## src/rtl/apb_sec_master.sv

```systemverilog
// apb_sec_master: single-outstanding APB initiator with a wait-state timeout.
// A valid/ready command is turned into one APB SETUP/ACCESS transfer. The
// result is returned on a valid/ready response channel. A slave that holds
// pready low for TIMEOUT ACCESS cycles is abandoned and the response is
// flagged with rsp_err and rsp_timeout.
//
// Ports
//   pclk, prst           clock, asynchronous active-high reset
//   req_vld/req_rdy      command handshake
//   req_addr/write/wdata/prot   command payload
//   rsp_vld/rsp_rdy      response handshake
//   rsp_rdata/err/timeout       response payload
//   psel/penable/paddr/pwrite/pwdata/pprot  APB request side
//   prdata/pready/pslverr       APB completion side
module apb_sec_master #(
    parameter int unsigned ADDR_W  = 32,
    parameter int unsigned TIMEOUT = 16,
    parameter int unsigned TO_W    = 16
) (
    input  logic              pclk,
    input  logic              prst,
    input  logic              req_vld,
    output logic              req_rdy,
    input  logic [ADDR_W-1:0] req_addr,
    input  logic              req_write,
    input  logic [31:0]       req_wdata,
    input  logic [2:0]        req_prot,
    output logic              rsp_vld,
    input  logic              rsp_rdy,
    output logic [31:0]       rsp_rdata,
    output logic              rsp_err,
    output logic              rsp_timeout,
    output logic              psel,
    output logic              penable,
    output logic [ADDR_W-1:0] paddr,
    output logic              pwrite,
    output logic [31:0]       pwdata,
    output logic [2:0]        pprot,
    input  logic [31:0]       prdata,
    input  logic              pready,
    input  logic              pslverr
);

    localparam int unsigned DATA_W = 32;
    localparam int unsigned PROT_W = 3;

    typedef enum logic [1:0] {
        S_IDLE   = 2'd0,
        S_SETUP  = 2'd1,
        S_ACCESS = 2'd2,
        S_RESP   = 2'd3
    } state_t;

    state_t              r_state;
    state_t              w_state_nxt;

    logic [TO_W-1:0]     r_cnt;
    logic [TO_W-1:0]     w_cnt_nxt;

    logic                r_req_rdy;
    logic                r_psel;
    logic                r_penable;
    logic [ADDR_W-1:0]   r_paddr;
    logic                r_pwrite;
    logic [DATA_W-1:0]   r_pwdata;
    logic [PROT_W-1:0]   r_pprot;
    logic                r_rsp_vld;
    logic [DATA_W-1:0]   r_rsp_rdata;
    logic                r_rsp_err;
    logic                r_rsp_timeout;

    logic                w_req_rdy_nxt;
    logic                w_psel_nxt;
    logic                w_penable_nxt;
    logic [ADDR_W-1:0]   w_paddr_nxt;
    logic                w_pwrite_nxt;
    logic [DATA_W-1:0]   w_pwdata_nxt;
    logic [PROT_W-1:0]   w_pprot_nxt;
    logic                w_rsp_vld_nxt;
    logic [DATA_W-1:0]   w_rsp_rdata_nxt;
    logic                w_rsp_err_nxt;
    logic                w_rsp_timeout_nxt;

    logic                w_accept;
    logic                w_done;
    logic                w_abort;
    logic                w_to_hit;

    // r_req_rdy is only ever high in IDLE, so it doubles as the accept qualifier.
    assign w_accept = req_vld & r_req_rdy;

    // Final allowed ACCESS cycle; TIMEOUT==0 never fires.
    assign w_to_hit = (TIMEOUT != 0) && (r_cnt == TO_W'(TIMEOUT - 1));

    // State and registered outputs.
    always_ff @(posedge pclk or posedge prst) begin
        if (prst) begin
            r_state       <= S_IDLE;
            r_cnt         <= '0;
            r_req_rdy     <= 1'b0;
            r_psel        <= 1'b0;
            r_penable     <= 1'b0;
            r_paddr       <= '0;
            r_pwrite      <= 1'b0;
            r_pwdata      <= '0;
            r_pprot       <= '0;
            r_rsp_vld     <= 1'b0;
            r_rsp_rdata   <= '0;
            r_rsp_err     <= 1'b0;
            r_rsp_timeout <= 1'b0;
        end else begin
            r_state       <= w_state_nxt;
            r_cnt         <= w_cnt_nxt;
            r_req_rdy     <= w_req_rdy_nxt;
            r_psel        <= w_psel_nxt;
            r_penable     <= w_penable_nxt;
            r_paddr       <= w_paddr_nxt;
            r_pwrite      <= w_pwrite_nxt;
            r_pwdata      <= w_pwdata_nxt;
            r_pprot       <= w_pprot_nxt;
            r_rsp_vld     <= w_rsp_vld_nxt;
            r_rsp_rdata   <= w_rsp_rdata_nxt;
            r_rsp_err     <= w_rsp_err_nxt;
            r_rsp_timeout <= w_rsp_timeout_nxt;
        end
    end

    // Next-state decode.
    always_comb begin
        w_state_nxt = r_state;
        w_done      = 1'b0;
        w_abort     = 1'b0;
        case (r_state)
            S_IDLE: begin
                if (w_accept) begin
                    w_state_nxt = S_SETUP;
                end
            end
            S_SETUP: begin
                w_state_nxt = S_ACCESS;
            end
            S_ACCESS: begin
                // pready in the last allowed cycle takes priority over the abort.
                if (pready) begin
                    w_done      = 1'b1;
                    w_state_nxt = S_RESP;
                end else if (w_to_hit) begin
                    w_abort     = 1'b1;
                    w_state_nxt = S_RESP;
                end
            end
            S_RESP: begin
                if (rsp_rdy) begin
                    w_state_nxt = S_IDLE;
                end
            end
            default: begin
                w_state_nxt = S_IDLE;
            end
        endcase
    end

    // Next values of the registered outputs; APB strobes follow the next state.
    always_comb begin
        w_req_rdy_nxt     = (w_state_nxt == S_IDLE);
        w_psel_nxt        = (w_state_nxt == S_SETUP) || (w_state_nxt == S_ACCESS);
        w_penable_nxt     = (w_state_nxt == S_ACCESS);
        w_paddr_nxt       = r_paddr;
        w_pwrite_nxt      = r_pwrite;
        w_pwdata_nxt      = r_pwdata;
        w_pprot_nxt       = r_pprot;
        w_rsp_vld_nxt     = r_rsp_vld;
        w_rsp_rdata_nxt   = r_rsp_rdata;
        w_rsp_err_nxt     = r_rsp_err;
        w_rsp_timeout_nxt = r_rsp_timeout;
        w_cnt_nxt         = r_cnt;
        case (r_state)
            S_IDLE: begin
                if (w_accept) begin
                    w_paddr_nxt  = req_addr;
                    w_pwrite_nxt = req_write;
                    w_pwdata_nxt = req_wdata;
                    w_pprot_nxt  = req_prot;
                end
            end
            S_SETUP: begin
                w_cnt_nxt = '0;
            end
            S_ACCESS: begin
                if (w_done) begin
                    w_rsp_vld_nxt     = 1'b1;
                    w_rsp_rdata_nxt   = r_pwrite ? '0 : prdata;
                    w_rsp_err_nxt     = pslverr;
                    w_rsp_timeout_nxt = 1'b0;
                end else begin
                    // Saturating so a large TIMEOUT or a disabled timeout never wraps.
                    if (r_cnt != '1) begin
                        w_cnt_nxt = r_cnt + TO_W'(1);
                    end
                    if (w_abort) begin
                        w_rsp_vld_nxt     = 1'b1;
                        w_rsp_rdata_nxt   = '0;
                        w_rsp_err_nxt     = 1'b1;
                        w_rsp_timeout_nxt = 1'b1;
                    end
                end
            end
            S_RESP: begin
                if (rsp_rdy) begin
                    w_rsp_vld_nxt = 1'b0;
                end
            end
            default: begin
                w_rsp_vld_nxt = 1'b0;
            end
        endcase
    end

    assign req_rdy     = r_req_rdy;
    assign psel        = r_psel;
    assign penable     = r_penable;
    assign paddr       = r_paddr;
    assign pwrite      = r_pwrite;
    assign pwdata      = r_pwdata;
    assign pprot       = r_pprot;
    assign rsp_vld     = r_rsp_vld;
    assign rsp_rdata   = r_rsp_rdata;
    assign rsp_err     = r_rsp_err;
    assign rsp_timeout = r_rsp_timeout;

endmodule

```

## config.mk

```make
export PLATFORM = sky130hd
export DESIGN_NAME = apb_sec_master
export DESIGN_NICKNAME = d
export VERILOG_FILES = /design/src/rtl/apb_sec_master.sv
export SDC_FILE = /design/constraint.sdc
export NUM_CORES = 1
export LEC_CHECK = 0
export BUFFER_PORTS_ARGS = -buffer_cell sky130_fd_sc_hd__buf_2
export CORE_MARGIN = 2
export CORE_UTILIZATION = 43
export DETAILED_ROUTE_END_ITERATION = 16
export PLACE_DENSITY = 0.76
export SYNTH_ARGS = -nofsm -noshare
export SYNTH_HDL_FRONTEND = slang
export SYNTH_SLANG_ARGS = --single-unit
```

## constraint.sdc

```tcl
create_clock -name pclk -period 4.2 [get_ports pclk]
set_input_delay 1.26 -clock pclk [delete_from_list [all_inputs] [get_ports pclk]]
set_output_delay 1.26 -clock pclk [all_outputs]
set_load 0.02 [all_outputs]
```

==> out/metrics.cfg, run 1 <==
[timing]
finalCritPeriodShare=0.5713
tightest_slew_ps=1249
finalSetupTns_ps=0
slew_viol_final=0
max_slew_margin=0.1663
whs_ps=465.8
finalClockSkew_ps=8.303
hold_violations=0
finalSetupViolations=0
period_minus_slack_ps=2400
rsz0062_at_grt=false
max_freq_ghz=0.4167

[critical_path]
critPathLaunchType=flop
endpoint_kind=flop
crit_path_max_fanout=14
cp_data_arrival_time_ps=2700
rr_worst_depth=4
r2r_slack_ps=1800
timing.rr.start=r_state[0]
timing.rr.end=r_cnt[0]
critPathKind=flop to flop
critPathRequiredTime_ps=4500

[clocking]
cts_buffer_depth=2
htreeDepth=4
cts_hold_buf=0
clk_latency_ps=420
root_buffer=clkbuf_16
cts_tree=done
clk_pin_slew_ps=60
cts_buffers=17
post_cts_buffers=0
ctsResizeCount=0
clock_sinks=124

[finish]
drive_above_1_share=0.3594
final_common_cell=nand2_1
antenna_cells=0
mostFrequentLayoutCells=nand2_1, buf_2, dfrtp_1
final_nets=811
stdcell_count=858
fill_cells=1015
syn2layout_area_growth_pct=35.14

[global_route]
grt_pass1_wl_um=20400
grt_pass1_vias=4154
antenna_found_initial=0
grt_max_degree=125
grtUsageTotal=0.2052
grt_overflow=0

[hold_path]
whs_path_depth=2
worstHoldStart=paddr[20]
hold_path_class=flop to flop
hold_end=paddr[20]

[die]
die_h_um=111.5
die_w_um=111.5
io_pins=212
num_rows=39
coreArea_mm2=0.01137
dieArea_mm2=0.01243
initial_core_util=0.4369

[power]
power.leakage_nw=3.686
power_density_mw_per_mm2=801.5
total_power_mw=5.380
irDropWorstVdd_mv=0.5236

[synthesis]
synth_cells=494
synth_seq_cells=124
syn_area_per_cell_um2=10.06
synth.distinct_cells=39
yosys_warnings=0
synth-main-ff-cell=dfrtp_1
synth_nets=603
ys_seq_area_frac=0.6247
mappedNetlistArea_mm2=0.004967
synth_edf_count=0
async_reset_ff_frac=1.000

[route]
drt-wirelength-per-cell_um=14.57
initialDrtViolationCount=249
wl_um=12510
drc=0
drtAntennaViolNets=0
vias=4308
drtPass1Iterations=4
drt-vias-per-instance=5.021

[place]
dpl.hpwl_um=8838
port_buffers=211
placedCellCount=826
gp_congestion=0.7711

[flow_run]
drv_cap=0

[status]
status=complete, no violations

-- flip-flops by register name, indices dropped and copies added (netlist names) --
register,count
r_state,2
rsp_vld,1
pwrite,1
pprot,3
penable,1
req_rdy,1
rsp_err,1
paddr,32
r_cnt,16
rsp_timeout,1
pwdata,32
psel,1
rsp_rdata,32
-- synth_stat cells (2+ instances only) --
master / number / area [um2]
and4_1: 4 / 35.03
dfrtp_1: 124 / 3103
a22o_1: 32 / 280.3
nand2b_1: 7 / 43.79
a2111oi_2: 2 / 30.03
and3_1: 2 / 12.51
nor4_1: 3 / 18.77
a211oi_1: 3 / 22.52
o21ai_0: 4 / 20.02
mux2i_1: 6 / 60.06
inv_1: 6 / 22.52
nor2_1: 8 / 30.03
or3_1: 2 / 12.51
buf_1: 2 / 7.510
o211a_1: 2 / 20.02
o31ai_1: 2 / 15.01
nand4_1: 2 / 12.51
buf_2: 11 / 55.05
o211ai_1: 3 / 22.52
o41ai_1: 2 / 17.52
ha_1: 3 / 37.54
a311oi_1: 2 / 17.52
nand2_1: 221 / 829.6
clkbuf_1: 13 / 48.80
nand3_1: 4 / 20.02
a31oi_1: 2 / 12.51
o311ai_0: 2 / 17.52
a21oi_1: 9 / 45.04
-- logic make-up after synthesis --
family,count (synthesis),share of synthesized area
adders and majority gates,3,0.007557
AOI/OAI and AO/OA,68,0.1098
muxes,7,0.01436
buffers and inverters,32,0.02695
and+or+nand+nor,260,0.2166
DFF,124,0.6247
-- final cells by class --
| class | count | area [um2] | share of cell area |
|---|---|---|---|
| tap | 143 | 178.9 | 0.02665 |
| timing repair buffer | 215 | 1099 | 0.1637 |
| sequential | 124 | 3103 | 0.4623 |
| inverter | 6 | 26.28 | 0.003914 |
| clock inverter | 14 | 137.6 | 0.02050 |
| multi-input combinational | 338 | 1739 | 0.2591 |
| clock buffer | 18 | 429.2 | 0.06393 |
-- through the flow --
stage	util	worst slack, ps	cell area (um2)
final	0.5904	1800	6713
after global routing	0.5904	1632	6713
after CTS	0.5904	1808	6713
after detailed placement	0.5406	1377	6146
after global placement	0.5406	1530	6146
after floorplan	-	1415	4971
-- worst max path at each step --
stage	from	end	slack, ps	cells past startpoint
floorplan	prst	paddr[0]	1410	1
global placement	pready	rsp_rdata[16]	1530	4
detailed placement	pready	rsp_rdata[22]	1380	4
CTS	r_state[0]	r_cnt[0]	1810	4
global route	r_state[1]	rsp_rdata[10]	1630	4
finish	r_state[0]	r_cnt[0]	1800	4
-- critical path: stages, from the launching register on --
cell and delay (ps):
dfrtp_1 480, nor2b_2 300, nor4_2 930, a21oi_2 200, mux2_1 370
-- per-layer routing --
metal | vias to the layer above | wire [um] | track usage
met5 | - | 0 | 0
met3 | 15 | 940 | 0.07730
met2 | 167 | 6195 | 0.3337
met4 | 0 | 191 | 0.07160
li1 | 2074 | - | -
met1 | 2052 | 5177 | 0.2533
-- power by group --
group          switching [mW]  internal, mW  leakage, nW  total (mW)
Clock                   0.559         0.824        0.266        1.38
Sequential              0.313          1.71         1.59        2.03
Combinational            1.28         0.691         1.83        1.97
Total                    2.15          3.23         3.69        5.38
Note: power is estimated with default switching activity, not from simulation.
==> run 2, diff against run 1 <==
--- a/config.mk
+++ b/config.mk
@@ -7,9 +7,9 @@
 export LEC_CHECK = 0
 export BUFFER_PORTS_ARGS = -buffer_cell sky130_fd_sc_hd__buf_2
 export CORE_MARGIN = 2
-export CORE_UTILIZATION = 43
+export CORE_UTILIZATION = 48
 export DETAILED_ROUTE_END_ITERATION = 16
-export PLACE_DENSITY = 0.76
+export PLACE_DENSITY = 0.8
 export SYNTH_ARGS = -nofsm -noshare
 export SYNTH_HDL_FRONTEND = slang
 export SYNTH_SLANG_ARGS = --single-unit
==> constraint.sdc (replaced) <==
create_clock -name pclk -period 2.35 [get_ports pclk]
set_input_delay 0.705 -clock pclk [delete_from_list [all_inputs] [get_ports pclk]]
set_output_delay 0.705 -clock pclk [all_outputs]
set_load 0.02 [all_outputs]
==> run 2 against run 1 <==
Cell count down 0.23%. Critical path depth is 2 higher. Via count rose by 1.0%. Combinational power grew 82%. Worst hold slack worse by 180 ps. Count of clock-buffer cells in the layout grew 2. Total power up 82%.
==> out/metrics.cfg, run 2 (synthesis results as in run 1) <==
[status]
status=complete, no violations  ; unchanged

[die]
die_h_um=105.7  ; was 111.5 um
coreArea_mm2=0.01018  ; was 0.01137 mm2
io_pins=212  ; unchanged
die_w_um=105.7  ; was 111.5 um
num_rows=37  ; was 39
dieArea_mm2=0.01118  ; was 0.01243 mm2
initial_core_util=0.4877  ; was 0.4369

[finish]
final_common_cell=nand2_1  ; unchanged
antenna_cells=0  ; unchanged
fill_cells=796  ; was 1015
mostFrequentLayoutCells=nand2_1, buf_2, dfrtp_1  ; unchanged
final_nets=816  ; was 811
drive_above_1_share=0.3639  ; was 0.3594
syn2layout_area_growth_pct=36.45  ; was 35.14%

[clocking]
clk_latency_ps=530  ; was 420 ps
clk_pin_slew_ps=60  ; about the same
root_buffer=clkbuf_8  ; was clkbuf_16
cts_buffers=17  ; unchanged
ctsResizeCount=0  ; unchanged
post_cts_buffers=0  ; unchanged
clock_sinks=124  ; unchanged
cts_hold_buf=0  ; unchanged
htreeDepth=4  ; unchanged
cts_tree=done  ; unchanged
cts_buffer_depth=2  ; unchanged

[critical_path]
max_stage_delay_ps=430  ; was 930 ps
critPathRequiredTime_ps=2800  ; was 4500 ps
rr_worst_depth=6  ; was 4
timing.rr.end=rsp_rdata[11]  ; was r_cnt[0]
critPathBufInv=1  ; was 0
timing.rr.start=r_cnt[0]  ; was r_state[0]
critPathTopFamily=simple AND/OR/NAND/NOR gates  ; unchanged
r2r_slack_ps=320  ; was 1800 ps
critPathKind=flop to flop  ; unchanged
cp_data_arrival_time_ps=2480  ; was 2700 ps
crit_chain=ha_1 > and3_1 > and4_1 > o21ai_2 > buf_4 > a22o_1  ; was nor2b_2 > nor4_2 > a21oi_2 > mux2_1
crit_path_max_fanout=34  ; was 14
endpoint_kind=flop  ; unchanged
cp_slowest_cell=dfrtp_1  ; was nor4_2
critPathLaunchType=flop  ; unchanged

[global_route]
grt_max_degree=70  ; was 125
grt_pass1_vias=4392  ; was 4154
grtUsageTotal=0.2457  ; was 0.2052
grt_overflow=0  ; unchanged
grt_pass1_wl_um=21400  ; was 20400 um
antenna_found_initial=0  ; unchanged

[power]
power.leakage_nw=3.735  ; was 3.686 nW
p_sw_frac=0.3896  ; was 0.3998
power_density_mw_per_mm2=1446  ; was 801.5 mW/mm2
seqPwrFrac=0.370  ; was 0.377
total_power_mw=9.799  ; was 5.380 mW
pwr-share-comb=0.366  ; about the same
clock_power_share=0.265  ; was 0.257
irDropWorstVdd_mv=0.8792  ; was 0.5236 mV
power_switching_mw=3.818  ; was 2.151 mW
intPower_mw=5.981  ; was 3.229 mW

[place]
gp_congestion=0.9076  ; was 0.7711
port_buffers=211  ; unchanged
dpl.hpwl_um=8980  ; was 8838 um

[timing]
finalClockSkew_ps=8.949  ; was 8.303 ps
rsz0062_at_grt=false  ; unchanged
finalCritPeriodShare=0.8627  ; was 0.5713
slew_viol_final=0  ; unchanged
finalSetupTns_ps=0  ; unchanged
max_freq_ghz=0.4933  ; was 0.4167 GHz
max_slew_margin=0.5621  ; was 0.1663
hold_violations=0  ; unchanged
period_minus_slack_ps=2027  ; was 2400 ps
finalSetupViolations=0  ; unchanged
tightest_slew_ps=656.8  ; was 1249 ps

[route]
drt-vias-per-instance=5.083  ; was 5.021
drc=0  ; unchanged
initialDrtViolationCount=196  ; was 249
drtAntennaViolNets=0  ; unchanged
wl_um=13040  ; was 12510 um
drtPass1Iterations=5  ; was 4
vias=4351  ; was 4308
drt-wirelength-per-cell_um=15.24  ; was 14.57 um

[hold_path]
hold_path_class=input port to asynchronous set/reset pin  ; was flop to flop

[flow_run]
drv_cap=0  ; unchanged

[run 2: cell type report]
type	count	area, um2	share of cell area
well taps	136	170.2	0.02511
repair buffers	220	1149	0.1695
clock inverters	12	145.1	0.02141
flip-flops and latches	124	3103	0.4578
clock buffers	20	445.4	0.06572
multi-input cells	338	1739	0.2566
inverters	6	26.28	0.003877
[run 2: layer usage]
layer / up-vias / GRT usage / wire (um)
met3: 32 / 0.09276 / 1096
met2: 189 / 0.4092 / 6530
li1: 2075 / - / -
met4: 0 / 0.09023 / 268
met1: 2055 / 0.2909 / 5149
met5: - / 0 / 0
[run 2: power groups by stage]
stage	sequential [mW]	combinational, mW	clock (mW)
2_1_floorplan	4.66	1.16	0
5_1_grt	3.73	3.91	2.73
4_1_cts	3.61	3.63	2.63
3_5_place_dp	3.60	3.61	0
3_3_place_gp	3.57	3.49	0
6_report	3.62	3.58	2.59
[run 2: through the flow]
stage	util	cells	hold WS [ps]	instance area, um2	setup slack (ps)
6_report	0.6655	856	287.1	6778	322.7
5_1_grt	0.6655	856	314.5	6778	244.2
4_1_cts	0.6655	856	297.2	6778	351.7
3_5_place_dp	0.6075	824	457.8	6187	330.2
3_3_place_gp	0.6075	824	452.8	6187	381.6
2_1_floorplan	-	494	487.9	4971	119.7
[run 2: worst register-to-register path, cell delays in order, from the launching register on]
cell     delay (ps)
dfrtp_1         430
ha_1            260
and3_1          280
and4_1          200
o21ai_2         190
buf_4           380
a22o_1          230
[run 2: how the worst max path moves through the flow]
stage	startpoint	to	slack (ps)	depth (start not counted)
finish	r_cnt[0]	rsp_rdata[11]	320	6
floorplan	prst	paddr[0]	120	1
detailed placement	pready	r_cnt[11]	330	5
global route	r_state[0]	r_cnt[12]	240	4
global placement	pready	r_cnt[11]	380	5
CTS	r_cnt[0]	rsp_rdata[11]	350	6
